[config.mk]
export PLATFORM = sky130hd
export DESIGN_NAME = xocc_cmd_framer_flat
export DESIGN_NICKNAME = d
export VERILOG_FILES = /design/src/rtl/xocc_pkg.sv /design/src/rtl/xocc_cmd_framer_if.sv /design/src/rtl/xocc_arg_regbank.sv /design/src/rtl/xocc_cmd_framer.sv /design/src/flat_wrapper.sv
export SDC_FILE = /design/constraint.sdc
export NUM_CORES = 1
export LEC_CHECK = 0
export CAP_MARGIN = 25
export CORE_ASPECT_RATIO = 1.5
export CORE_UTILIZATION = 52
export DETAILED_ROUTE_END_ITERATION = 8
export PLACE_DENSITY = 0.85
export SETUP_SLACK_MARGIN = 0.2
export SYNTH_ARGS = -nofsm -noshare
export SYNTH_HDL_FRONTEND = slang
export SYNTH_SLANG_ARGS = --single-unit
[constraint.sdc]
create_clock -name i_pad_clk -period 4.2 [get_ports i_pad_clk]
set_clock_uncertainty 0.05 [all_clocks]
set_input_delay 0.84 -clock i_pad_clk [delete_from_list [all_inputs] [get_ports i_pad_clk]]
set_output_delay 0.84 -clock i_pad_clk [all_outputs]
set_load 0.02 [all_outputs]
[src/rtl/xocc_pkg.sv]
// Shared definitions for the XOCC command framer: state encoding, header layout, status codes.
package xocc_pkg;

    localparam int unsigned STATE_W   = 3;
    localparam int unsigned HDR_FLD_W = 8;

    localparam logic [STATE_W-1:0] ST_IDLE     = 3'd0;
    localparam logic [STATE_W-1:0] ST_ARGS     = 3'd1;
    localparam logic [STATE_W-1:0] ST_DRAIN    = 3'd2;
    localparam logic [STATE_W-1:0] ST_ISSUE    = 3'd3;
    localparam logic [STATE_W-1:0] ST_WAIT_RSP = 3'd4;
    localparam logic [STATE_W-1:0] ST_RSP_HDR  = 3'd5;
    localparam logic [STATE_W-1:0] ST_RSP_DATA = 3'd6;

    // Header word: [31:24] opcode, [23:16] tag, [15:8] reserved, [7:0] argc
    localparam int unsigned HDR_OPC_LSB  = 24;
    localparam int unsigned HDR_TAG_LSB  = 16;
    localparam int unsigned HDR_ARGC_LSB = 0;

    localparam logic [7:0] XOCC_ST_OK     = 8'h00;
    localparam logic [7:0] XOCC_ST_BADLEN = 8'h01;

    function automatic logic [31:0] rsp_hdr_word(input logic [7:0] opc,
                                                 input logic [7:0] tag,
                                                 input logic [7:0] status);
        return {opc, tag, 8'h00, status};
    endfunction

endpackage

[src/rtl/xocc_cmd_framer_if.sv]
// Command FIFO, response FIFO and accelerator handshake bundle for one XOCC channel.
interface xocc_cmd_framer_if #(
    parameter int unsigned DATA_W   = 32,
    parameter int unsigned MAX_ARGS = 4
);
    logic [DATA_W-1:0]          cmd_buffer;
    logic                       cmd_empty;
    logic                       cmd_rd_en;
    logic [DATA_W-1:0]          rsp_buffer;
    logic                       rsp_full;
    logic                       rsp_wr_en;
    logic                       acc_cmd_valid;
    logic                       acc_cmd_ready;
    logic [7:0]                 acc_cmd_opcode;
    logic [7:0]                 acc_cmd_tag;
    logic [7:0]                 acc_cmd_argc;
    logic [MAX_ARGS*DATA_W-1:0] acc_cmd_args;
    logic                       acc_rsp_valid;
    logic                       acc_rsp_ready;
    logic [7:0]                 acc_rsp_status;
    logic [DATA_W-1:0]          acc_rsp_data;
    logic                       busy;

    // Framer side
    modport master (
        input  cmd_buffer, cmd_empty, rsp_full, acc_cmd_ready,
               acc_rsp_valid, acc_rsp_status, acc_rsp_data,
        output cmd_rd_en, rsp_buffer, rsp_wr_en, acc_cmd_valid,
               acc_cmd_opcode, acc_cmd_tag, acc_cmd_argc, acc_cmd_args,
               acc_rsp_ready, busy
    );

    // FIFO / accelerator side
    modport slave (
        output cmd_buffer, cmd_empty, rsp_full, acc_cmd_ready,
               acc_rsp_valid, acc_rsp_status, acc_rsp_data,
        input  cmd_rd_en, rsp_buffer, rsp_wr_en, acc_cmd_valid,
               acc_cmd_opcode, acc_cmd_tag, acc_cmd_argc, acc_cmd_args,
               acc_rsp_ready, busy
    );
endinterface

[src/rtl/xocc_arg_regbank.sv]
// Argument slot storage: MAX_ARGS words, bulk clear, indexed write, flat read-out.
module xocc_arg_regbank #(
    parameter int unsigned DATA_W   = 32,
    parameter int unsigned MAX_ARGS = 4,
    parameter int unsigned IDX_W    = 4
) (
    input  logic                       clk,
    input  logic                       rst_n,
    input  logic                       clr_i,
    input  logic                       we_i,
    input  logic [IDX_W-1:0]           idx_i,
    input  logic [DATA_W-1:0]          wdata_i,
    output logic [MAX_ARGS*DATA_W-1:0] args_o
);

    logic [MAX_ARGS*DATA_W-1:0] args_q;

    always_ff @(posedge clk or negedge rst_n) begin
        if (!rst_n) begin
            args_q <= '0;
        end else if (clr_i) begin
            args_q <= '0;
        end else if (we_i) begin
            for (int i = 0; i < int'(MAX_ARGS); i++) begin
                if (idx_i == IDX_W'(i)) begin
                    args_q[i*DATA_W +: DATA_W] <= wdata_i;
                end
            end
        end
    end

    assign args_o = args_q;

endmodule

[src/rtl/xocc_cmd_framer.sv]
// XOCC channel endpoint: frames header+args from the command FIFO for the accelerator
// and returns a two-word {header, data} response; one command in flight at a time.
module xocc_cmd_framer
    import xocc_pkg::*;
#(
    parameter int unsigned DATA_W   = 32,
    parameter int unsigned MAX_ARGS = 4
) (
    input  logic              i_pad_clk,
    input  logic              i_pad_rst_b,
    xocc_cmd_framer_if.master bus
);

    localparam int unsigned CNT_W  = 4;
    localparam int unsigned DCNT_W = 8;

    logic [STATE_W-1:0]   state_q, state_d;
    logic [HDR_FLD_W-1:0] opcode_q, opcode_d;
    logic [HDR_FLD_W-1:0] tag_q, tag_d;
    logic [HDR_FLD_W-1:0] argc_q, argc_d;
    logic [7:0]           status_q, status_d;
    logic [DATA_W-1:0]    data_q, data_d;
    logic [CNT_W-1:0]     acnt_q, acnt_d;
    logic [DCNT_W-1:0]    dcnt_q, dcnt_d;
    logic [DATA_W-1:0]    rsp_buffer_q, rsp_buffer_d;
    logic                 acc_cmd_valid_q;
    logic                 acc_rsp_ready_q;
    logic                 busy_q;

    logic                 cmd_rd_en_c;
    logic                 rsp_wr_en_c;
    logic                 arg_clr_c;
    logic                 arg_we_c;

    logic [HDR_FLD_W-1:0] hdr_opc, hdr_tag, hdr_argc;
    logic [MAX_ARGS*DATA_W-1:0] args_flat;

    assign hdr_opc  = bus.cmd_buffer[HDR_OPC_LSB  +: HDR_FLD_W];
    assign hdr_tag  = bus.cmd_buffer[HDR_TAG_LSB  +: HDR_FLD_W];
    assign hdr_argc = bus.cmd_buffer[HDR_ARGC_LSB +: HDR_FLD_W];

    xocc_arg_regbank #(
        .DATA_W   (DATA_W),
        .MAX_ARGS (MAX_ARGS),
        .IDX_W    (CNT_W)
    ) u_args (
        .clk     (i_pad_clk),
        .rst_n   (i_pad_rst_b),
        .clr_i   (arg_clr_c),
        .we_i    (arg_we_c),
        .idx_i   (acnt_q),
        .wdata_i (bus.cmd_buffer),
        .args_o  (args_flat)
    );

    // Next-state, latch updates and FIFO strobes
    always_comb begin
        state_d     = state_q;
        opcode_d    = opcode_q;
        tag_d       = tag_q;
        argc_d      = argc_q;
        status_d    = status_q;
        data_d      = data_q;
        acnt_d      = acnt_q;
        dcnt_d      = dcnt_q;
        cmd_rd_en_c = 1'b0;
        rsp_wr_en_c = 1'b0;
        arg_clr_c   = 1'b0;
        arg_we_c    = 1'b0;

        case (state_q)
            ST_IDLE: begin
                if (!bus.cmd_empty) begin
                    cmd_rd_en_c = 1'b1;
                    arg_clr_c   = 1'b1;
                    opcode_d    = hdr_opc;
                    tag_d       = hdr_tag;
                    argc_d      = hdr_argc;
                    acnt_d      = '0;
                    dcnt_d      = '0;
                    if (hdr_argc == '0) begin
                        state_d = ST_ISSUE;
                    end else if (hdr_argc > HDR_FLD_W'(MAX_ARGS)) begin
                        state_d = ST_DRAIN;
                    end else begin
                        state_d = ST_ARGS;
                    end
                end
            end
            ST_ARGS: begin
                if (!bus.cmd_empty) begin
                    cmd_rd_en_c = 1'b1;
                    arg_we_c    = 1'b1;
                    acnt_d      = acnt_q + CNT_W'(1);
                    if (HDR_FLD_W'(acnt_q) == argc_q - HDR_FLD_W'(1)) begin
                        state_d = ST_ISSUE;
                    end
                end
            end
            ST_DRAIN: begin
                // Oversized packet: consume it and report BADLEN without touching the core
                if (!bus.cmd_empty) begin
                    cmd_rd_en_c = 1'b1;
                    dcnt_d      = dcnt_q + DCNT_W'(1);
                    if (dcnt_q == argc_q - DCNT_W'(1)) begin
                        status_d = XOCC_ST_BADLEN;
                        data_d   = '0;
                        state_d  = ST_RSP_HDR;
                    end
                end
            end
            ST_ISSUE: begin
                if (bus.acc_cmd_ready) begin
                    state_d = ST_WAIT_RSP;
                end
            end
            ST_WAIT_RSP: begin
                if (bus.acc_rsp_valid) begin
                    status_d = bus.acc_rsp_status;
                    data_d   = bus.acc_rsp_data;
                    state_d  = ST_RSP_HDR;
                end
            end
            ST_RSP_HDR: begin
                if (!bus.rsp_full) begin
                    rsp_wr_en_c = 1'b1;
                    state_d     = ST_RSP_DATA;
                end
            end
            ST_RSP_DATA: begin
                if (!bus.rsp_full) begin
                    rsp_wr_en_c = 1'b1;
                    state_d     = ST_IDLE;
                end
            end
            default: begin
                state_d = ST_IDLE;
            end
        endcase

        // Response word for the upcoming cycle, registered so rsp_buffer comes straight off a flop
        rsp_buffer_d = '0;
        if (state_d == ST_RSP_HDR) begin
            rsp_buffer_d = DATA_W'(rsp_hdr_word(opcode_d, tag_d, status_d));
        end else if (state_d == ST_RSP_DATA) begin
            rsp_buffer_d = data_d;
        end
    end

    always_ff @(posedge i_pad_clk or negedge i_pad_rst_b) begin
        if (!i_pad_rst_b) begin
            state_q         <= ST_IDLE;
            opcode_q        <= '0;
            tag_q           <= '0;
            argc_q          <= '0;
            status_q        <= XOCC_ST_OK;
            data_q          <= '0;
            acnt_q          <= '0;
            dcnt_q          <= '0;
            rsp_buffer_q    <= '0;
            acc_cmd_valid_q <= 1'b0;
            acc_rsp_ready_q <= 1'b0;
            busy_q          <= 1'b0;
        end else begin
            state_q         <= state_d;
            opcode_q        <= opcode_d;
            tag_q           <= tag_d;
            argc_q          <= argc_d;
            status_q        <= status_d;
            data_q          <= data_d;
            acnt_q          <= acnt_d;
            dcnt_q          <= dcnt_d;
            rsp_buffer_q    <= rsp_buffer_d;
            acc_cmd_valid_q <= (state_d == ST_ISSUE);
            acc_rsp_ready_q <= (state_d == ST_WAIT_RSP);
            busy_q          <= (state_d != ST_IDLE);
        end
    end

    assign bus.cmd_rd_en      = cmd_rd_en_c;
    assign bus.rsp_wr_en      = rsp_wr_en_c;
    assign bus.rsp_buffer     = rsp_buffer_q;
    assign bus.acc_cmd_valid  = acc_cmd_valid_q;
    assign bus.acc_cmd_opcode = opcode_q;
    assign bus.acc_cmd_tag    = tag_q;
    assign bus.acc_cmd_argc   = argc_q;
    assign bus.acc_cmd_args   = args_flat;
    assign bus.acc_rsp_ready  = acc_rsp_ready_q;
    assign bus.busy           = busy_q;

endmodule

[src/flat_wrapper.sv]
// flat-port wrapper written by rule: the top's interface ports become plain ports
module xocc_cmd_framer_flat import xocc_pkg::*;
#(
    parameter int unsigned DATA_W   = 32,
    parameter int unsigned MAX_ARGS = 4
)
  (i_pad_clk, i_pad_rst_b, bus_cmd_buffer, bus_cmd_empty, bus_rsp_full, bus_acc_cmd_ready, bus_acc_rsp_valid, bus_acc_rsp_status, bus_acc_rsp_data, bus_cmd_rd_en, bus_rsp_buffer, bus_rsp_wr_en, bus_acc_cmd_valid, bus_acc_cmd_opcode, bus_acc_cmd_tag, bus_acc_cmd_argc, bus_acc_cmd_args, bus_acc_rsp_ready, bus_busy);
  xocc_cmd_framer_if #(.DATA_W(DATA_W), .MAX_ARGS(MAX_ARGS)) bus_i ();
  input  logic i_pad_clk;
  input  logic i_pad_rst_b;
  input wire logic [$bits(bus_i.cmd_buffer)-1:0] bus_cmd_buffer;
  input wire logic [$bits(bus_i.cmd_empty)-1:0] bus_cmd_empty;
  input wire logic [$bits(bus_i.rsp_full)-1:0] bus_rsp_full;
  input wire logic [$bits(bus_i.acc_cmd_ready)-1:0] bus_acc_cmd_ready;
  input wire logic [$bits(bus_i.acc_rsp_valid)-1:0] bus_acc_rsp_valid;
  input wire logic [$bits(bus_i.acc_rsp_status)-1:0] bus_acc_rsp_status;
  input wire logic [$bits(bus_i.acc_rsp_data)-1:0] bus_acc_rsp_data;
  output wire logic [$bits(bus_i.cmd_rd_en)-1:0] bus_cmd_rd_en;
  output wire logic [$bits(bus_i.rsp_buffer)-1:0] bus_rsp_buffer;
  output wire logic [$bits(bus_i.rsp_wr_en)-1:0] bus_rsp_wr_en;
  output wire logic [$bits(bus_i.acc_cmd_valid)-1:0] bus_acc_cmd_valid;
  output wire logic [$bits(bus_i.acc_cmd_opcode)-1:0] bus_acc_cmd_opcode;
  output wire logic [$bits(bus_i.acc_cmd_tag)-1:0] bus_acc_cmd_tag;
  output wire logic [$bits(bus_i.acc_cmd_argc)-1:0] bus_acc_cmd_argc;
  output wire logic [$bits(bus_i.acc_cmd_args)-1:0] bus_acc_cmd_args;
  output wire logic [$bits(bus_i.acc_rsp_ready)-1:0] bus_acc_rsp_ready;
  output wire logic [$bits(bus_i.busy)-1:0] bus_busy;
  assign bus_i.cmd_buffer = bus_cmd_buffer;
  assign bus_i.cmd_empty = bus_cmd_empty;
  assign bus_i.rsp_full = bus_rsp_full;
  assign bus_i.acc_cmd_ready = bus_acc_cmd_ready;
  assign bus_i.acc_rsp_valid = bus_acc_rsp_valid;
  assign bus_i.acc_rsp_status = bus_acc_rsp_status;
  assign bus_i.acc_rsp_data = bus_acc_rsp_data;
  assign bus_cmd_rd_en = bus_i.cmd_rd_en;
  assign bus_rsp_buffer = bus_i.rsp_buffer;
  assign bus_rsp_wr_en = bus_i.rsp_wr_en;
  assign bus_acc_cmd_valid = bus_i.acc_cmd_valid;
  assign bus_acc_cmd_opcode = bus_i.acc_cmd_opcode;
  assign bus_acc_cmd_tag = bus_i.acc_cmd_tag;
  assign bus_acc_cmd_argc = bus_i.acc_cmd_argc;
  assign bus_acc_cmd_args = bus_i.acc_cmd_args;
  assign bus_acc_rsp_ready = bus_i.acc_rsp_ready;
  assign bus_busy = bus_i.busy;
  xocc_cmd_framer #(.DATA_W(DATA_W), .MAX_ARGS(MAX_ARGS)) u_core (.i_pad_clk(i_pad_clk), .i_pad_rst_b(i_pad_rst_b), .bus(bus_i));
endmodule
---- After elaboration in Yosys (flattened, before gate mapping) ----
Index checks and enable logic that the tools add are counted.
operators by class
  multiplexer cells ....................... 44
  equal/unequal tests ..................... 18
  shift operators ......................... 0
  add/sub/neg operators ................... 3
  reductions and logical operators ........ 20
  multipliers ............................. 0
  bitwise operators ....................... 1
  divide/modulo/power cells ............... 0
  order comparisons ....................... 1
operator list
  kind                                                                              number
  32-bit 2-to-1 mux                                                                 9
  128-bit 2-to-1 mux                                                                2
  8-bit 2-to-1 mux                                                                  9
  32-bit case mux with 2 select lines                                               1
  8-bit case mux with 2 select lines                                                2
  3-bit 2-to-1 mux                                                                  10
  3-bit case mux with 7 select lines                                                1
  3-bit equality test (second input constant)                                       6
  2-bit nonzero test                                                                7
  2-bit AND reduction                                                               5
  3-bit by 2-bit equality test with 1-bit output (second input constant)            3
  8-bit by 1-bit adder with 8-bit output (second input constant)                    1
  4-bit by 2-bit equality test with 1-bit output (second input constant)            2
  4-bit by 8-bit equality test with 1-bit output                                    1
  8-bit equality test                                                               1
  8-bit by 3-bit greater-than comparator with 1-bit output (second input constant)  1
  8-bit logical NOT                                                                 1
  4-bit 2-to-1 mux                                                                  2
  4-bit case mux with 2 select lines                                                1
  8-bit by 1-bit subtractor with 8-bit output (second input constant)               1
  1-bit 2-to-1 mux                                                                  6
  2-bit != test (second input constant)                                             3
  3-bit AND reduction                                                               2
  4-bit by 1-bit adder with 4-bit output (second input constant)                    1
  9 further kinds                                                                   9
storage, ports and cells
  flip-flop bits (word level) ............. 242
  RAM bits ................................ 0
  bits in read-only memories .............. 0
  bits in latches ......................... 0
  bits of input ports ..................... 78
  memories ................................ 0
  output and inout bits ................... 189
  logic and storage cells ................. 103

---- Longest topological paths before layout ----
Gate-level depths: netlist of run 1.
  depth after elaboration ................. 8
  gate-level depth with buffers ........... 9
  gate-level depth less buffers ........... 7

---- Cells and area by module ----
A second synthesis of run 1 with hierarchy kept.
second synthesis, totals
  cells, all modules ...................... 962
  area, all modules ....................... 11038.1 sq um
by module, submodules not included
  module            times used  seq. area each (sq um)  area an instance (sq um)  cells each
  xocc_arg_regbank  1           3203.1                  5738.0                    455
  xocc_cmd_framer   1           2852.7                  5300.1                    507

---- Least setup slack after synthesis of run 1 ----
OpenSTA, ideal clock, no wires.
  kind .................................... input to register
  start ................................... input port bus_cmd_empty
  end ..................................... register u_core.rsp_buffer_q[30], in the netlist u_core.bus.rsp_buffer[30]
  slack ................................... 1776 ps
  setup time .............................. 118 ps
  data required time ...................... 4032 ps
  stages on the path ...................... 8
  path buffers ............................ 3
  data arrival time ....................... 2256 ps
  cell sequence ........................... buf_2 -> or4_1 -> buf_2 -> buf_2 -> nand2_1 -> nand2_1 -> a32o_1 -> a21o_1
on the way
  elaborated cells on any way between the ends .. 12
  those cells by class .................... eq/ne (2); mux (10)
RTL lines
  element                      line                    RTL
  start: declaration           flat_wrapper.sv:12      input wire logic [$bits(bus_i.cmd_empty)-1:0] bus_cmd_empty;
  8-bit 2-to-1 mux             xocc_cmd_framer.sv:73   if (!bus.cmd_empty) begin
  8-bit 2-to-1 mux             xocc_cmd_framer.sv:71   case (state_q)
  net u_core.opcode_d[6]       xocc_cmd_framer.sv:18   logic [HDR_FLD_W-1:0] opcode_q, opcode_d;
  32-bit 2-to-1 mux            xocc_cmd_framer.sv:143  if (state_d == ST_RSP_HDR) begin
  net u_core.rsp_buffer_d[30]  xocc_cmd_framer.sv:25   logic [DATA_W-1:0] rsp_buffer_q, rsp_buffer_d;
  end signal: assignment       xocc_cmd_framer.sv:173  rsp_buffer_q <= rsp_buffer_d;
  end: declaration             xocc_cmd_framer.sv:25
The timed path passes the listed nets, and every way through them passes these cells.
A chain may end at the register's enable or synchronous reset.

---- Worst setup path in the final report of run 1 ----
  start ................................... input port bus_cmd_empty
  end ..................................... output port bus_cmd_rd_en
on the way
  word-level cells in the longest chain between the ends .. 2
ends and longest elaborated chain
  element           line                                                                  RTL
  1-bit 2-to-1 mux  xocc_cmd_framer.sv:73, xocc_cmd_framer.sv:91, xocc_cmd_framer.sv:102
  1-bit 2-to-1 mux  n/a
  end: declaration  flat_wrapper.sv:18                                                    output wire logic [$bits(bus_i.cmd_rd_en)-1:0] bus_cmd_rd_en;
Every way passes these cells.

==> impl_results.md, run 1 <==
* Register bit total from synthesis at 242
* Clock Latency Late Sink at a little over 0.5 ns
* TritonCTS clock tree: built
* DRC viols at 0
* Placement-stage cell area at 0.0128 mm2
* Routed vias at 8045
* Reported net switching power at 4.02 mW
* Category of the most critical setup path: in2out
* Fraction of post-synthesis cell area in the top cell type by area at 61.3%
* Chip Width at 115 um
* Overall routing resource usage at ~27%
* Mean instance size in the synthesized netlist at 10.1 um2
* Cell depth of the worst flop-to-flop path at 6
* Leakage power figure at ~6.2 nW
* Average detailed-routed wire length per instance at 17.6 um
* Aggregate routed wire length at 26100 um
* Share of final-layout standard cells stronger than drive strength 1 at 7.03%
* Total power per unit cell area at 763 mW/mm2
* Result of the run: finished clean
* FFs w/ async S/R, synth at 100%
* Largest net degree at the start of global routing at 108
* Worst relative slew slack at 39.4%
* Total setup violations reported at the end of the flow at 0
* Required @ worst endpoint at between 3 and 4 ns
* Initial Utilization at between 50% and 60%
* H-tree depth at 1
* Netlist cell types at 54
* Min cycle time layout at between 3 and 4 ns
* 1st-iter DRT viols at around 470
* Tightest Hold Check Type: in2async
* Diode count at 0
* Net Sw Frac at between 30 and 40%
* Average via count per standard cell at ~5.4
* Number of antenna-violating nets in the routed design at 0
* Max-cap violations at 0
* Leading cell types in the layout, fill and taps excluded: 312 x sky130_fd_sc_hd__nand2_1, 265 x sky130_fd_sc_hd__clkdlybuf4s50_1, 242 x sky130_fd_sc_hd__dfrtp_1, 150 x sky130_fd_sc_hd__o21ai_0, 23 x sky130_fd_sc_hd__clkbuf_16
* Top flip-flop cell by instance count after synthesis: sky130_fd_sc_hd__dfrtp_1
* Share of synthesized area occupied by flip-flops and latches at 61.3%
* Maximum clock frequency at approximately 0.3 GHz
* Flop2flop setup slack at 1.43 ns
* CTS clk-pin slew, worst paths at approximately 0.06 ns
* Cell count after synthesis at 977
* Critical register-to-register path endpoint: u_core.bus.rsp_buffer[1]
* Fraction of power consumed by sequential logic at 36.4%
* Wire length of the first global-routing pass at around 40000 um
* Data arrival time at the worst-slack endpoint at 2.34 ns
* Vias in the first global route at 7931
* Cts bufs inserted at 23
* Worst Setup Start Kind: input pin
* Root Driver: sky130_fd_sc_hd__clkbuf_16
* HPWL reported at the end of detailed placement at approximately 18000 um
* Total clock sinks at between 200 and 250
* Actual transition at the worst max-transition pin at 0.908 ns
* Floorplan row count at 61
* Total number of nets in the final design at 1304
* Antenna violations before repair at 0
* Vertical die dimension at approximately 170 um
* Cell types occupying the most area after synthesis: sky130_fd_sc_hd__dfrtp_1 61%, sky130_fd_sc_hd__nand2_1 12%, sky130_fd_sc_hd__o21ai_0 7.6%, sky130_fd_sc_hd__o21ai_2 1.8%, sky130_fd_sc_hd__a32o_1 1.7%
* Non-Filler Cell Area, Final at between 0.01 and 0.015 mm2
* Post-synth top area cell: sky130_fd_sc_hd__dfrtp_1
* Core box area at 0.0185 mm2
* Critical path capture point type: output pin
* Setup TNS after final layout at 0 ns
* Layout Area Growth over Synthesis at 37.1%
* Max Transition Viols Final at 0
* Yosys synthesis warning count at 0
* Die Outline Area at between 0.015 and 0.02 mm2
* Post-synth EDFFs at 0
* Postcts setup bufs at 0
* Port-buffer cells at 266
* Fin crit share at 77.0%
* Maximum net fanout on the critical path at 11
* Portion of total power attributed to the clock network at 20.2%
* Leading cell type in the layout, fill and taps excluded: sky130_fd_sc_hd__nand2_1
* Drt first pass iters at 4
* Internal power at 6.31 mW
* VDD IR-drop max at 0.467 mV
* Post-cts sizing count at 0
* Boundary pin count at about 270
* Post-CTS Hold Fix Bufs at 0
* Combinational Power Share at 43.3%
* Startpoint of the worst-slack reg-to-reg timing path: u_core.state_q[0]
* Maximum clock path buffer count at 3
* Final hold viol count at 0
* Placer congestion estimate at 0.843
* Setup repair after global routing missed its margin: no
* Final global-route overflow total at 0
* Net count of the mapped netlist at 1061
* Combined area of all synthesized cells at 0.00988 mm2
[final cells by class]
type	instances	area, um2
flip-flops and latches	242	6060
fillers	1301	5000
repair buffers	282	2830
inverters	6	22.5
multi-input cells	665	3560
well taps	252	315
clock buffers	34	667
clock inverters	8	104
[sequential cells by signal, indices dropped and copies added (netlist names), 3 cells and up]
register,count
u_core.u_args.args_o,128
u_core.bus.rsp_buffer,32
u_core.data_q,32
u_core.bus.acc_cmd_argc,8
u_core.bus.acc_cmd_opcode,8
u_core.bus.acc_cmd_tag,8
u_core.dcnt_q,8
u_core.status_q,8
u_core.acnt_q,4
u_core.state_q,3
[metal layers]
metal | GRT usage [%] | up-vias | routed length (um)
li1 | - | 3775 | -
met1 | 33.1 | 3898 | 10000
met2 | 45.6 | 291 | 13000
met3 | 4.78 | 81 | 1670
met4 | 13.6 | 0 | 1410
met5 | 0 | - | 0
[worst max-delay path: stages]
cell,delay (ns)
sky130_fd_sc_hd__clkdlybuf4s50_1,0.61
sky130_fd_sc_hd__a211oi_1,0.26
sky130_fd_sc_hd__clkdlybuf4s50_1,0.64
[kinds of logic after synthesis]
| kind of cell | count (synthesis) | synth area share (%) |
|---|---|---|
| flops | 242 | 61.3 |
| buf+inv | 70 | 3.30 |
| xor+xnor | 20 | 2.20 |
| simple gates | 390 | 16.5 |
| fa+ha+maj | 6 | 0.760 |
| compound gates | 238 | 14.8 |
| mux | 11 | 1.13 |
[power groups by stage]
stage | sequential [mW] | combinational (mW) | clock (mW)
2_1_floorplan | 4.46 | 1.68 | 0
3_3_place_gp | 3.76 | 4.36 | 0
3_5_place_dp | 3.80 | 4.50 | 0
4_1_cts | 3.76 | 4.52 | 2.13
5_1_grt | 3.86 | 4.86 | 2.21
6_report | 3.76 | 4.48 | 2.09
[per-stage QoR]
step | cells | worst slack (ns) | hold WS, ns | utilization [%] | total power, mW
after floorplan | 977 | 1.78 | 0.400 | - | 6.15
after global placement | 1447 | 0.937 | 0.407 | 68.9 | 8.12
after detailed placement | 1447 | 0.768 | 0.418 | 68.9 | 8.30
after CTS | 1489 | 0.952 | 0.371 | 73.1 | 10.4
after global routing | 1489 | 0.891 | 0.404 | 73.1 | 10.9
final | 1489 | 0.966 | 0.321 | 73.1 | 10.3
[synth_stat cells, types with 8 or more instances]
master                     instances
sky130_fd_sc_hd__and2_1           10
sky130_fd_sc_hd__o21ai_2          20
sky130_fd_sc_hd__a32o_1           17
sky130_fd_sc_hd__nand2_1         312
sky130_fd_sc_hd__mux2i_1          10
sky130_fd_sc_hd__xnor2_1           9
sky130_fd_sc_hd__a21o_1           16
sky130_fd_sc_hd__nor2_1           21
sky130_fd_sc_hd__clkbuf_1         43
sky130_fd_sc_hd__o21ai_0         150
sky130_fd_sc_hd__buf_2             9
sky130_fd_sc_hd__xor2_1            8
sky130_fd_sc_hd__dfrtp_1         242
[how the worst max path moves through the flow]
stage / startpoint / endpoint / slack (ns) / cells past startpoint
after floorplan: bus_cmd_empty / u_core.bus.rsp_buffer[30] / 1.78 / 8
after global placement: bus_cmd_empty / u_core.bus.rsp_buffer[23] / 0.94 / 7
after detailed placement: bus_cmd_empty / u_core.bus.rsp_buffer[1] / 0.77 / 7
after CTS: bus_cmd_empty / bus_cmd_rd_en / 0.95 / 3
after global routing: bus_cmd_empty / bus_cmd_rd_en / 0.89 / 3
final: bus_cmd_empty / bus_cmd_rd_en / 0.97 / 3
No activity file was read; power rests on OpenSTA's default activity.
==> run 2: changes to the inputs <==
CORE_UTILIZATION = 48   (was 52)
PLACE_DENSITY = 0.8   (was 0.85)
clock period = 3.05 ns   (was 4.2 ns; I/O delays follow)
==> run 2 against run 1 <==
Against the previous run: the flow now finishes with violations (negative hold slack); die area is 8.2% higher; register-to-register slack worse by 0.96 ns; final area is 1.6% higher; critical endpoint unchanged; largest power group unchanged.
==> impl_results.md, run 2 (synthesis gave the netlist of run 1 again) <==
* Post-Route Utilization at 69.0% (was 73.1%)
* Max-cap violations at 0 (unchanged)
* Total clock sinks at 242 (unchanged)
* Total number of nets in the final design at 1314 (was 1304)
* 1st-iter DRT viols at 533 (was 472)
* Final cell count without fillers at 1507 (was 1489)
* Max Transition Viols Final at 0 (unchanged)
* Placer congestion estimate at 0.806 (was 0.843)
* Clock Latency Late Sink at 0.51 ns (about the same)
* Cells along the critical path: clkdlybuf4s50_1 > a211oi_1 > clkdlybuf4s50_1 (unchanged)
* Antenna violations before repair at 0 (unchanged)
* Layout Area Growth over Synthesis at 39.3% (was 37.1%)
* Violations in the final reports: negative hold slack
* Aggregate routed wire length at 26200 um (was 26100 um)
* Data arrival time at the worst-slack endpoint at 2.11 ns (was 2.34 ns)
* Setup WS post-layout at 0.282 ns (was 0.966 ns)
* Wire length of the first global-routing pass at 42300 um (was 41100 um)
* Average detailed-routed wire length per instance at 17.4 um (was 17.6 um)
* CTS clk-pin slew, worst paths at 0.06 ns (about the same)
* Family of cells with the greatest summed delay on the critical path: buffers and inverters (unchanged)
* Die Outline Area at 0.0212 mm2 (was 0.0196 mm2)
* Number of antenna-violating nets in the routed design at 0 (unchanged)
* Min cycle time layout at 2.77 ns
* Post-CTS Hold Fix Bufs at 0 (unchanged)
* CP dominant cell by count: sky130_fd_sc_hd__clkdlybuf4s50_1 (unchanged)
* Worst relative slew slack at 56.6% (was 39.4%)
* Total power per unit cell area at 1060 mW/mm2 (was 763 mW/mm2)
* Maximum cell stage delay along the critical path at 0.67 ns (was 0.64 ns)
* Maximum clock frequency at 0.361 GHz
* Flip-flop count of the largest register after layout at 128 (unchanged)
* Highest-delay cell along the critical path: sky130_fd_sc_hd__clkdlybuf4s50_1 (unchanged)
* Leading cell types in the layout, fill and taps excluded: 312 x sky130_fd_sc_hd__nand2_1, 264 x sky130_fd_sc_hd__clkdlybuf4s50_1, 241 x sky130_fd_sc_hd__dfrtp_1, 150 x sky130_fd_sc_hd__o21ai_0, 23 x sky130_fd_sc_hd__clkbuf_16 (was 312 x sky130_fd_sc_hd__nand2_1, 265 x sky130_fd_sc_hd__clkdlybuf4s50_1, 242 x sky130_fd_sc_hd__dfrtp_1, 150 x sky130_fd_sc_hd__o21ai_0, 23 x sky130_fd_sc_hd__clkbuf_16)
* Total design power at 14.5 mW (was 10.3 mW)
* Total setup violations reported at the end of the flow at 0 (unchanged)
* Cells after DPL at 1465 (was 1447)
* Port-buffer cells at 266 (unchanged)
* Floorplan row count at 63 (was 61)
* Leakage power figure at 6.37 nW (was 6.24 nW)
* Average via count per standard cell at 5.33 (was 5.40)
* Vertical die dimension at 178 um (was 171 um)
* Largest net degree at the start of global routing at 65 (was 108)
* Final global-route overflow total at 0 (unchanged)
* Boundary pin count at 267 (unchanged)
* Maximum clock path buffer count at 3 (unchanged)
* Chip Width at 119 um (was 115 um)
* Core box area at 0.0199 mm2 (was 0.0185 mm2)
* Required @ worst endpoint at 2.39 ns (was 3.31 ns)
* TritonCTS clock tree: built (unchanged)
* Buffers and inverters on the worst path at 2 (unchanged)
* Worst Setup Start Kind: input pin (unchanged)
* HPWL reported at the end of detailed placement at 18400 um (was 18300 um)
* Fin crit share at 90.7%
* Worst hold slack at -0.0159 ns (was 0.321 ns)
* Tightest Hold Check Type: in2async (unchanged)
* Category of the most critical setup path: in2out (unchanged)
* Cts bufs inserted at 23 (unchanged)
* Leading cell type in the layout, fill and taps excluded: sky130_fd_sc_hd__nand2_1 (unchanged)
* Root Driver: sky130_fd_sc_hd__clkbuf_16 (unchanged)
* Initial Utilization at 49.6% (was 53.3%)
* Setup TNS after final layout at 0 ns (unchanged)
* Placement-stage cell area at 0.0129 mm2 (was 0.0128 mm2)
* Placement Setup Slack at 0.00890 ns (was 0.768 ns)
* Critical path capture point type: output pin (unchanged)
* Result of the run: complete, but fails checks (was finished clean)
* Final hold viol count at 9 (was 0)
* Diode count at 0 (unchanged)
* Maximum net fanout on the critical path at 6 (was 11)
* Drt first pass iters at 4 (unchanged)
* Actual transition at the worst max-transition pin at 0.652 ns (was 0.908 ns)
* Setup repair after global routing missed its margin: no (unchanged)
* Routed vias at 8033 (was 8045)
* VDD IR-drop max at 0.462 mV (was 0.467 mV)
* Vias in the first global route at 8055 (was 7931)
* DRC viols at 0 (unchanged)
* H-tree depth at 1 (unchanged)
* Non-Filler Cell Area, Final at 0.0138 mm2 (was 0.0135 mm2)
* Share of final-layout standard cells stronger than drive strength 1 at 8.10% (was 7.03%)
* Overall routing resource usage at 25.2% (was 27.0%)
run 2: metal layers:
metal,up-vias,track usage (%),routed length [um]
met3,85,4.11,1470
met4,0,12.4,1270
met5,-,0,0
met1,3863,30.9,10300
li1,3786,-,-
met2,299,43.2,13200
run 2: path summary, 6_finish.rpt:
check	startpoint	slack [ns]	cells past startpoint	end
worst max-delay path	bus_cmd_empty	0.28	3	bus_cmd_rd_en
worst min register to register	u_core.u_args.args_o[114]	0.43	2	u_core.u_args.args_o[114]
max in group asynchronous	i_pad_rst_b	2.20	2	u_core.u_args.args_o[27]
worst min-delay path	i_pad_rst_b	-0.02	1	u_core.bus.acc_cmd_argc[7]
worst max register to register	u_core.bus.acc_cmd_argc[1]	0.47	8	u_core.data_q[24]
min in group i_pad_clk	u_core.u_args.args_o[114]	0.43	2	u_core.u_args.args_o[114]
run 2: repair_timing:
item,4_1_cts,5_1_grt
resized for setup,1,2
buffers inserted,0,0
endpoints found under the setup margin,1,9
run 2: power by group:
group	switching, mW	total [mW]	internal [mW]
Clock	1.20	3.07	1.87
Sequential	0.747	5.11	4.36
Combinational	3.61	6.35	2.75
Total	5.55	14.5	8.98
run 2: layout make-up:
class / instances / area (um2)
Fill cell: 1536 / 6180
Clock buffer: 32 / 669
Tap cell: 260 / 325
Timing Repair Buffer: 292 / 2970
Inverter: 6 / 22.5
Sequential cell: 242 / 6060
Clock inverter: 10 / 158
Multi-Input combinational cell: 665 / 3570
==> run 3: changes to the inputs <==
CTS_CLUSTER_SIZE = 24   (was default)
==> results of run 3 <==
No change in the layout: final DEF, timing and power equal those of run 2.
